`src/rtl/shift_reg_serial_rx.sv`:
```
// Serial receiver: rebuilds MSB-first DATA_W-bit words (optional even-parity trailer) onto a valid/ready port.
// Word appears one cycle after its last bit; a completed word that cannot be accepted is dropped and flagged.
module shift_reg_serial_rx #(
  parameter int DATA_W    = 4,
  parameter bit PARITY_EN = 1'b0
) (
  input  logic              shift_reg_clk,
  input  logic              shift_reg_rst_n,
  input  logic              shift_rx_sin_vld,
  input  logic              shift_rx_sin,
  input  logic              shift_rx_sof,
  output logic [DATA_W-1:0] shift_rx_dout,
  output logic              shift_rx_dout_vld,
  input  logic              shift_rx_dout_rdy,
  output logic              shift_rx_par_err,
  output logic              shift_rx_overrun,
  input  logic              shift_rx_ovr_clr,
  output logic              shift_rx_busy
);

  localparam int CNT_W = $clog2(DATA_W + 1);
  localparam logic [CNT_W-1:0] CNT_LAST = CNT_W'(DATA_W - 1);

  typedef enum logic [1:0] {IDLE, SHIFT, PARITY} state_t;

  state_t            state_q, state_d;
  logic [DATA_W-1:0] shreg_q, shreg_d;
  logic [CNT_W-1:0]  cnt_q, cnt_d;
  logic [DATA_W-1:0] dout_q, dout_d;
  logic              vld_q, vld_d;
  logic              perr_q, perr_d;
  logic              ovr_q, ovr_d;
  logic              busy_q, busy_d;

  logic              commit;
  logic              commit_perr;
  logic              accept;
  logic [DATA_W-1:0] word;
  logic [DATA_W-1:0] shifted;
  logic [DATA_W-1:0] first_bit;

  assign shifted   = {shreg_q[DATA_W-2:0], shift_rx_sin};
  assign first_bit = {{(DATA_W-1){1'b0}}, shift_rx_sin};
  assign accept    = !vld_q || shift_rx_dout_rdy;

  always_comb begin
    state_d     = state_q;
    shreg_d     = shreg_q;
    cnt_d       = cnt_q;
    commit      = 1'b0;
    commit_perr = 1'b0;
    word        = shifted;

    if (shift_rx_sin_vld) begin
      // sof always (re)starts a frame, whatever state we are in
      if (shift_rx_sof) begin
        shreg_d = first_bit;
        cnt_d   = CNT_W'(1);
        state_d = SHIFT;
      end else begin
        case (state_q)
          SHIFT: begin
            shreg_d = shifted;
            cnt_d   = cnt_q + CNT_W'(1);
            if (cnt_q == CNT_LAST) begin
              if (PARITY_EN) begin
                state_d = PARITY;
              end else begin
                commit  = 1'b1;
                word    = shifted;
                cnt_d   = '0;
                state_d = IDLE;
              end
            end
          end
          PARITY: begin
            commit      = 1'b1;
            word        = shreg_q;
            commit_perr = (^shreg_q) ^ shift_rx_sin;
            cnt_d       = '0;
            state_d     = IDLE;
          end
          default: state_d = IDLE;
        endcase
      end
    end
  end

  always_comb begin
    dout_d = dout_q;
    vld_d  = vld_q;
    perr_d = perr_q;
    ovr_d  = ovr_q;
    busy_d = (state_d != IDLE);

    if (vld_q && shift_rx_dout_rdy) vld_d = 1'b0;
    if (shift_rx_ovr_clr) ovr_d = 1'b0;

    // a drop sets overrun after the clear so that set wins
    if (commit) begin
      if (accept) begin
        dout_d = word;
        vld_d  = 1'b1;
        perr_d = PARITY_EN ? commit_perr : 1'b0;
      end else begin
        ovr_d = 1'b1;
      end
    end
  end

  always_ff @(posedge shift_reg_clk) begin
    if (!shift_reg_rst_n) begin
      state_q <= IDLE;
      shreg_q <= '0;
      cnt_q   <= '0;
      dout_q  <= '0;
      vld_q   <= 1'b0;
      perr_q  <= 1'b0;
      ovr_q   <= 1'b0;
      busy_q  <= 1'b0;
    end else begin
      state_q <= state_d;
      shreg_q <= shreg_d;
      cnt_q   <= cnt_d;
      dout_q  <= dout_d;
      vld_q   <= vld_d;
      perr_q  <= perr_d;
      ovr_q   <= ovr_d;
      busy_q  <= busy_d;
    end
  end

  assign shift_rx_dout     = dout_q;
  assign shift_rx_dout_vld = vld_q;
  assign shift_rx_par_err  = perr_q;
  assign shift_rx_overrun  = ovr_q;
  assign shift_rx_busy     = busy_q;

endmodule

```
`config.mk`:
```
export PLATFORM = sky130hd
export DESIGN_NAME = shift_reg_serial_rx
export DESIGN_NICKNAME = d
export VERILOG_FILES = /design/src/rtl/shift_reg_serial_rx.sv
export SDC_FILE = /design/constraint.sdc
export NUM_CORES = 1
export LEC_CHECK = 0
export BUFFER_PORTS_ARGS = -buffer_cell sky130_fd_sc_hd__buf_4
export CORE_ASPECT_RATIO = 0.8
export CORE_UTILIZATION = 40
export CTS_CLUSTER_DIAMETER = 40
export DETAILED_ROUTE_END_ITERATION = 12
export GPL_ROUTABILITY_DRIVEN = 0
export PLACE_DENSITY = 0.62
export SLEW_MARGIN = 20
export SYNTH_ARGS = -nofsm -noshare
export SYNTH_HDL_FRONTEND = slang
export SYNTH_SLANG_ARGS = --single-unit
```
`constraint.sdc`:
```
create_clock -name shift_reg_clk -period 1.4 [get_ports shift_reg_clk]
set_input_delay 0.28 -clock shift_reg_clk [delete_from_list [all_inputs] [get_ports shift_reg_clk]]
set_output_delay 0.28 -clock shift_reg_clk [all_outputs]
set_load 0.005 [all_outputs]
```
* After elaboration in Yosys (flattened, before gate mapping)
Cells that the tools add are included.
Storage, ports and cells: register bits after elaboration 16
Operators by class: eq/ne operators 3, multiplexer cells 22, reduce and logical (&&, ||, !) cells 9, $add $sub $neg 1
Operators with widths (number):
- $mux W4 | 5
- $mux W1 | 9
- $mux W2 | 4
- $mux W3 | 2
- $pmux W3 S2 | 1
- $reduce_and A2 Y1 | 3
- $reduce_bool A2 Y1 | 2
- $add A3 B1 Y3 const B | 1
- $eq A3 B2 Y1 const B | 1
- $reduce_bool A3 Y1 | 1
- $eq A2 B1 Y1 const B | 1
- $eq A2 B2 Y1 const B | 1
- $pmux W1 S2 | 1
- $logic_and A1 B1 Y1 | 1
- $logic_not A1 Y1 | 1
- $logic_or A1 B1 Y1 | 1

* Logic depth before layout (Yosys ltp)
Gate-level depths: netlist of run 1.
word-level depth 6, mapped depth 7, mapped depth without buffers 6

* Worst setup path before layout of run 1
No wires, ideal clock.
kind register -> register, from reg state_q[1], to reg dout_q[0] (netlist: shift_rx_dout[0]), slack -0.032 ns, data arrival time 1.316 ns, setup time 0.116 ns, stages on the path, launching flop included 6, path through dfxtp_1 inv_1 ha_1 and3b_1 o2111a_4 o211a_1
Between the ends: longest elaborated chain between the ends 5, elaborated cells on any way between the ends 9, those cells by class eq/ne (2); mux (6); reduce/logical (1)
Ends and longest elaborated chain:
- start: declaration | line 26 | state_t state_q, state_d;
- start signal: assignment | line 122 | state_q <= state_d;
- $eq A2 B2 Y1 or $eq A2 B1 Y1 (tied branches) | line 61 | case (state_q)
- $pmux W1 S2 | line 61
- $mux W1 | line 56 | if (shift_rx_sof) begin
- $mux W1 | line 54 | if (shift_rx_sin_vld) begin
- $reduce_and A2 Y1 (no source line)
- end signal: assignment | line 125 | dout_q <= dout_d;
- end: declaration | line 29 | logic [DATA_W-1:0] dout_q, dout_d;
Several ways; a longest one is shown, not always the timed one. A chain may end at the register's enable or synchronous reset.

* Worst setup path after layout of run 1
from reg state_q[1], to reg dout_q[2] (netlist: shift_rx_dout[2])
The elaborated chain is that of the path after synthesis.

==> impl_metrics.toml, run 1 <==
[hold_path]
hp-class = "in -> reg"
min_from = "shift_rx_sin_vld"
hold_path_end = "cnt_q[2]$_SDFFE_PN0P_"
holdPathStages = 2

[final_layout]
n_fill_cell = 170
drive_gt1_frac = 0.296
nNetsFinal = 120
multiInputGateArea_um2 = 440
areaGrowthSynthToFinish_pct = 27.4
antennaDiodeCount = 0
finalNonFillerCells = 130
regArea_um2 = 325

[placed_design]
detailed_place_hpwl_mm = 1.18
portBuffers = 13
dpl_worst_slack_ns = -0.0252
post-place-cells = 127

[grt]
grt_start_max_net_pins = 16
gr-usage-all-layers = 0.177
grt_pass1_vias = 560
antenna_found_initial = 0
grt-ovfl-total = 0
grt_pass1_wl_mm = 2.61

[die]
die-area_mm2 = 0.00212
die_h_um = 41.4
die_w_um = 51.2
core-area_mm2 = 0.00172
start_util = 0.450
num_rows = 13
ioPinCount = 15

[critical_path]
ff2ff_setup_slack_ns = 0.006
rr_endpoint = "shift_rx_dout[2]$_SDFFE_PN0P_"
startpoint_type = "flop"
arrival_ns = 1.57
r2r_cells = 5
crit-reg2reg-launch = "state_q[1]$_SDFF_PN0_"
path_max_fanout = 8
cp-end-kind = "flop"
cp.required_ns = 1.58
critical_path_class = "reg -> reg"

[pwr]
comb_power_share = 0.124
leakagePower_nw = 0.480
finalPower_mw = 0.804
ir_worst_vdd_mv = 0.724
p_sw_mw = 0.193
p_int_mw = 0.611
seqPwrFrac = 0.583
p_sw_frac = 0.240
p_per_area_mw_per_mm2 = 813
clkPwrFrac = 0.293

[yosys]
ys_ff_latch = 16
avgSynthCellArea_um2 = 8.72
synth_cells = 89
synth_area_um2 = 776
yosysSeqAreaShare = 0.413
synthesis.nets = 99
yosysUniqueCellTypes = 30
synth_warnings = 0

[clock_tree]
cts_buffers = 3
cts-root-buf = "clkbuf_4"
cts_tree = "done"
htreeDepth = 1
postCtsSetupBuffers = 0
clkSlewWorstSetupHoldPaths_ns = 0.09
ctsLongestPathBuffers = 2
insertion_delay_ns = 0.28
clock_sinks = 16

[sta]
slew_violations = 0
setup_viol = 0
holdWs_ns = 0.252
rsz0062_at_grt = "yes"
skew_ns = 0.00123
finalHoldViolCount = 0
layout_setup_ws_ns = 0.00616
fin_crit_sh = 0.996
fmax_mhz = 717
fin_crit_ns = 1.39

[detailed_routing]
wirelength_mm = 1.56
firstDrtPassIters = 4
vias = 663
drc_errors = 0
vias_per_cell = 5.10
drtIter0Drc = 11
ant_nets = 0
wl_per_cell_um = 12.0

[outcome]
status = "finished, final reports clean"

[job]
drv_cap = 0
## cell usage after synthesis
cell,count,share of area
buf_4,2,0.019
nand3_1,9,0.058
o2111a_4,1,0.026
buf_2,1,0.0064
nand4_1,1,0.0081
mux2i_1,1,0.013
clkbuf_1,2,0.0097
nand3b_1,1,0.0097
nor2b_1,7,0.056
o31ai_1,1,0.0097
and2_1,1,0.0081
dfxtp_1,16,0.41
a21oi_1,3,0.019
and3b_1,1,0.011
nand2b_1,2,0.016
o21ai_1,4,0.026
inv_1,4,0.019
conb_1,1,0.0048
nand2_1,11,0.053
nor2_1,3,0.015
or3_1,1,0.0081
a211o_1,1,0.011
o211a_1,4,0.052
o311ai_1,1,0.011
nor3_1,1,0.0064
nor4_1,1,0.0081
o21a_1,1,0.0097
a32oi_1,3,0.034
a21boi_1,1,0.0097
ha_1,3,0.048
## critical path, stage by stage (launching register included)
cell	delay, ns
dfxtp_4	0.38
inv_2	0.05
ha_4	0.16
and3b_1	0.19
o2111a_4	0.32
o211a_1	0.21
## metal layers
metal	wire length, um	GRT usage	vias up
met4	10	0.0203	0
li1	-	-	356
met1	866	0.237	292
met3	65	0.0761	2
met2	621	0.273	13
met5	0	0	-
## power by group through the flow
stage               Sequential [mW]  Clock (mW)  Combinational (mW)
floorplan                     0.479           0              0.0531
global placement              0.480           0              0.0946
detailed placement            0.480           0              0.0951
CTS                           0.471       0.246              0.0975
global route                  0.470       0.275               0.111
finish                        0.469       0.236              0.0994
## flip-flops by register name, summed over array words and instances (netlist names)
register	cells
shift_rx_dout	4
shreg_q	4
cnt_q	3
state_q	2
shift_rx_busy	1
shift_rx_dout_vld	1
shift_rx_overrun	1
## placed cells by master (no fill, tap or decap), types with 2 or more instances in the layout
cell type | Yosys | routed
a21oi_1 | 3 | 3
nand2_1 | 11 | 11
clkbuf_4 | 0 | 3
dfxtp_1 | 16 | 14
inv_1 | 4 | 2
o211a_1 | 4 | 4
a32oi_1 | 3 | 3
buf_4 | 2 | 21
inv_2 | 0 | 2
ha_4 | 0 | 2
nor2b_1 | 7 | 7
nand3_1 | 9 | 9
nor2_1 | 3 | 3
o21ai_1 | 4 | 4
nand2b_1 | 2 | 2
## cells by family after synthesis
kind of cell / count (synthesis) / share of synthesized area
AO/OA/AOI/OAI: 20 / 0.208
adder cells (fa/ha/maj): 3 / 0.0484
buffers and inverters: 9 / 0.0548
flip-flops: 16 / 0.413
multiplexers: 1 / 0.0129
other: 1 / 0.00483
AND/OR/NAND/NOR: 39 / 0.258
## final cells by class
| type | count | share of cell area |
|---|---|---|
| multi-input combinational | 64 | 0.446 |
| timing repair buffer | 21 | 0.159 |
| inverter | 4 | 0.0152 |
| sequential | 16 | 0.329 |
| tap | 22 | 0.0278 |
| clock buffer | 3 | 0.0228 |
## how the worst max path moves through the flow
stage,depth (start not counted),start,slack (ns),end
after global routing,5,state_q[1]$_SDFF_PN0_,-0.03,shift_rx_dout[0]$_SDFFE_PN0P_
after detailed placement,5,state_q[1]$_SDFF_PN0_,-0.03,shift_rx_dout[2]$_SDFFE_PN0P_
after CTS,5,state_q[1]$_SDFF_PN0_,0.002,shift_rx_dout[2]$_SDFFE_PN0P_
after floorplan,5,state_q[0]$_SDFF_PN0_,0.01,shift_rx_dout[0]$_SDFFE_PN0P_
after global placement,5,state_q[1]$_SDFF_PN0_,0.005,shift_rx_dout[0]$_SDFFE_PN0P_
final,5,state_q[1]$_SDFF_PN0_,0.006,shift_rx_dout[2]$_SDFFE_PN0P_
## repair_timing
item | 4_1_cts | 5_1_grt
pin swaps | 1 | 4
endpoints found under the setup margin | 6 | 7
resized for setup | 6 | 3
hold buffers | 0 | 0
## per-stage QoR
stage	instance area [um2]	util	TNS, ns
6_report	988	0.573	0
5_1_grt	988	0.573	-0.142
4_1_cts	976	0.566	0
3_5_place_dp	936	0.543	-0.0909
3_3_place_gp	936	0.543	0
2_1_floorplan	779	-	0
(Power assumes the default switching activity.)
==> run 2, diff against run 1 <==
- PLACE_DENSITY: 0.62 -> 0.6
- clock period: 1.4 -> 1.5 ns (I/O delays scaled with it)
==> impl_metrics.toml, run 2 (synthesis results as in run 1) <==
[critical_path]
startpoint_type = "flop"
arrival_ns = 1.63
cp.required_ns = 1.69
path_buf_inv = 1
ff2ff_setup_slack_ns = 0.06
cpPeakStageDelay_ns = 0.36
path_max_fanout = 8
slowest_stage = "dfxtp_2"
crit_family = "compound AO/OA/AOI/OAI gates"
path_cells = "inv_1 > ha_2 > and3b_1 > o2111a_4 > o211a_1"
critical_path_class = "reg -> reg"
cp-end-kind = "flop"

[detailed_routing]
drc_errors = 0
vias = 664
wl_per_cell_um = 12.0
wirelength_mm = 1.52
firstDrtPassIters = 4
drtIter0Drc = 23
vias_per_cell = 5.23
ant_nets = 0

[grt]
grt_pass1_wl_mm = 2.59
grt-ovfl-total = 0
use_met1 = 0.219
grt_busiest_layer = "met2"
grt_pass1_vias = 577
grt_use_met2 = 0.276
gr-usage-all-layers = 0.174
grt_start_max_net_pins = 16
grt_use_met3 = 0.0797
antenna_found_initial = 0

[final_layout]
drive_gt1_frac = 0.248
final_cell_mix = "buf_4 (17), dfxtp_1 (14), nand2_1 (11), nand3_1 (9), nor2b_1 (7)"
design_area_um2 = 947
postLayoutCoreUtil = 0.549
regArea_um2 = 323
areaGrowthSynthToFinish_pct = 22.1
antennaDiodeCount = 0
finalNonFillerCells = 127
multiInputGateArea_um2 = 418
n_fill_cell = 178
final_common_cell = "buf_4"
nNetsFinal = 116

[hold_path]
hp-class = "in -> reg"

[placed_design]
detailed_place_hpwl_mm = 1.13
dpl_cell_area_um2 = 903
portBuffers = 13
post-place-cells = 123
dpl_worst_slack_ns = -0.00588

[pwr]
finalPower_mw = 0.808
ir_worst_vdd_mv = 0.578
leakagePower_nw = 0.465
p_per_area_mw_per_mm2 = 853

[sta]
fin_crit_sh = 0.960
rsz0062_at_grt = "no"
fmax_mhz = 694
slew_violations = 0
fin_crit_ns = 1.44
layout_setup_ws_ns = 0.0598
setup_viol = 0
finalHoldViolCount = 0
skew_ns = 0.00305

[die]
core-area_mm2 = 0.00172
die-area_mm2 = 0.00212
ioPinCount = 15
die_w_um = 51.2
die_h_um = 41.4
start_util = 0.450
num_rows = 13

[clock_tree]
cts_tree = "done"
htreeDepth = 1
cts_buffers = 3
cts-root-buf = "clkbuf_4"
insertion_delay_ns = 0.29
ctsLongestPathBuffers = 2
clock_sinks = 16
clkSlewWorstSetupHoldPaths_ns = 0.09

[outcome]
status = "finished, final reports clean"

[job]
drv_cap = 0
[run 2: changes by cell type in the layout (fill, tap and decap cells not counted), sizes merged]
cell    before  now
buf         21   17
clkbuf       3    4
[run 2: power by group]
part / leakage, nW / switching, mW / internal (mW)
sequential: 0.131 / 0.00571 / 0.433
combinational: 0.314 / 0.0428 / 0.0378
clock: 0.0210 / 0.140 / 0.148
[run 2: routing by layer]
layer / wire length, um / share of wire
met5: 0 / 0
met2: 619 / 0.41
met4: 14 / 0.0092
met3: 79 / 0.052
met1: 808 / 0.53
[run 2: final timing paths]
| kind | cells past startpoint | endpoint | start |
|---|---|---|---|
| max reg2reg | 5 | shift_rx_dout[2]$_SDFFE_PN0P_ | state_q[1]$_SDFF_PN0_ |
| max | 5 | shift_rx_dout[2]$_SDFFE_PN0P_ | state_q[1]$_SDFF_PN0_ |
| min | 2 | cnt_q[2]$_SDFFE_PN0P_ | shift_rx_sin_vld |
| min reg2reg | 2 | cnt_q[2]$_SDFFE_PN0P_ | cnt_q[2]$_SDFFE_PN0P_ |
[run 2: area by class of cell]
cell class | instances | share of cell area
Multi-Input combinational cell | 64 | 0.441
Sequential cell | 16 | 0.341
Timing Repair Buffer | 17 | 0.135
Clock buffer | 4 | 0.0383
Tap cell | 22 | 0.0291
Inverter | 4 | 0.0159
[run 2: timing repair]
item | CTS | global route
resized for setup | 1 | 3
setup buffers | 0 | 0
setup endpoints to repair | 4 | 8
hold buffers | 0 | 0
[run 2: metrics by stage]
step / TNS (ns) / hold WS [ns]
after floorplan: 0 / 0.421
after global placement: 0 / 0.446
after detailed placement: -0.00588 / 0.440
after CTS: 0 / 0.254
after global routing: 0 / 0.259
final: 0 / 0.266
==> run 3, diff against run 2 <==
- clock period: 1.5 -> 1.4 ns (I/O delays scaled with it)
==> impl_metrics.toml, run 3 (synthesis results as in run 1) <==
[die]
die_w_um = 51.2
die-area_mm2 = 0.00212
start_util = 0.450
num_rows = 13
ioPinCount = 15
die_h_um = 41.4
core-area_mm2 = 0.00172

[critical_path]
slowest_stage = "dfxtp_2"
cpPeakStageDelay_ns = 0.35
path_max_fanout = 8
cp-end-kind = "flop"
critical_path_class = "reg -> reg"
startpoint_type = "flop"
path_buf_inv = 1
path_cells = "inv_2 > ha_4 > and3b_2 > o2111a_4 > o211a_1"
cp.required_ns = 1.59
arrival_ns = 1.58
crit_family = "compound AO/OA/AOI/OAI gates"

[detailed_routing]
wl_per_cell_um = 12.0
drc_errors = 0
drtIter0Drc = 10
firstDrtPassIters = 4
ant_nets = 0
wirelength_mm = 1.63
vias = 738
vias_per_cell = 5.43

[final_layout]
antennaDiodeCount = 0
areaGrowthSynthToFinish_pct = 34.8
final_common_cell = "buf_4"
nNetsFinal = 125
design_area_mm2 = 0.00105
final_cell_mix = "buf_4 (26), dfxtp_1 (14), nand2_1 (11), nand3_1 (9), nor2b_1 (7)"
postLayoutCoreUtil = 0.607
drive_gt1_frac = 0.342

[outcome]
status = "finished, final reports clean"

[grt]
grt_pass1_wl_mm = 2.70
grt-ovfl-total = 0
grt_pass1_vias = 624
gr-usage-all-layers = 0.184
antenna_found_initial = 0
grt_start_max_net_pins = 16

[clock_tree]
hold_buffers = 0
ctsLongestPathBuffers = 2
clkSlewWorstSetupHoldPaths_ns = 0.10
insertion_delay_ns = 0.29
cts_tree = "done"
cts_buffers = 3
clock_sinks = 16
cts-root-buf = "clkbuf_4"
htreeDepth = 1

[sta]
rsz0062_at_grt = "yes"
fin_crit_sh = 0.996
finalHoldViolCount = 0
holdWs_ns = 0.253
fin_crit_ns = 1.39
fin_setup_tns_ns = 0
slew_violations = 0
skew_ns = 0.00690
setup_viol = 0
fmax_mhz = 717

[placed_design]
detailed_place_hpwl_mm = 1.23
dpl_cell_area_um2 = 966
portBuffers = 13

[pwr]
ir_worst_vdd_mv = 0.623
p_per_area_mw_per_mm2 = 844
leakagePower_nw = 0.513

[job]
drv_cap = 0

[hold_path]
hp-class = "in -> reg"
run 3: final cells by class:
type / count / area, um2
Clock buffer: 4 / 36.3
Multi-Input combinational cell: 64 / 447
Sequential cell: 16 / 325
Tap cell: 22 / 27.5
Timing Repair Buffer: 26 / 195
Inverter: 4 / 15.0
Fill cell: 167 / 678
run 3: stage by stage:
stage	total power, mW	setup WS [ns]	cells
3_3_place_gp	0.578	-0.0225	131
6_report	0.883	0.00547	136
5_1_grt	0.934	-0.0233	136
2_1_floorplan	0.532	0.0124	89
4_1_cts	0.891	0.00617	136
3_5_place_dp	0.580	-0.0511	131
run 3: layer usage:
| metal | wire [um] | global-route usage | up-vias | share of wire |
|---|---|---|---|---|
| met5 | 0 | 0 | - | 0 |
| met4 | 14 | 0.0608 | 0 | 0.0086 |
| met3 | 82 | 0.0761 | 2 | 0.050 |
| met2 | 693 | 0.299 | 16 | 0.43 |
| met1 | 835 | 0.227 | 350 | 0.51 |
| li1 | - | - | 370 | - |
run 3: power breakdown:
group	leakage, nW	switching (mW)	internal [mW]	total [mW]
clock	0.0210	0.148	0.158	0.307
sequential	0.131	0.00686	0.463	0.470
combinational	0.361	0.0500	0.0560	0.106
total	0.513	0.205	0.678	0.883
run 3: path summary, 6_finish.rpt:
kind	start	end	slack, ns	depth (start not counted)
setup / recovery	state_q[1]$_SDFF_PN0_	shift_rx_dout[1]$_SDFFE_PN0P_	0.005	5
hold / removal	shift_rx_sin_vld	cnt_q[2]$_SDFFE_PN0P_	0.25	2
setup reg to reg	state_q[1]$_SDFF_PN0_	shift_rx_dout[1]$_SDFFE_PN0P_	0.005	5
hold reg to reg	cnt_q[2]$_SDFFE_PN0P_	cnt_q[2]$_SDFFE_PN0P_	0.45	2
run 3: worst reg2reg max path, cell delays in order, from the launching register on:
cell      delay [ns]
dfxtp_2         0.35
inv_2           0.04
ha_4            0.16
and3b_2         0.21
o2111a_4        0.31
o211a_1         0.22
run 3: timing repair:
action,4_1_cts,5_1_grt
gates resized for setup,3,7
endpoints found under the setup margin,6,11
buffers inserted,1,0
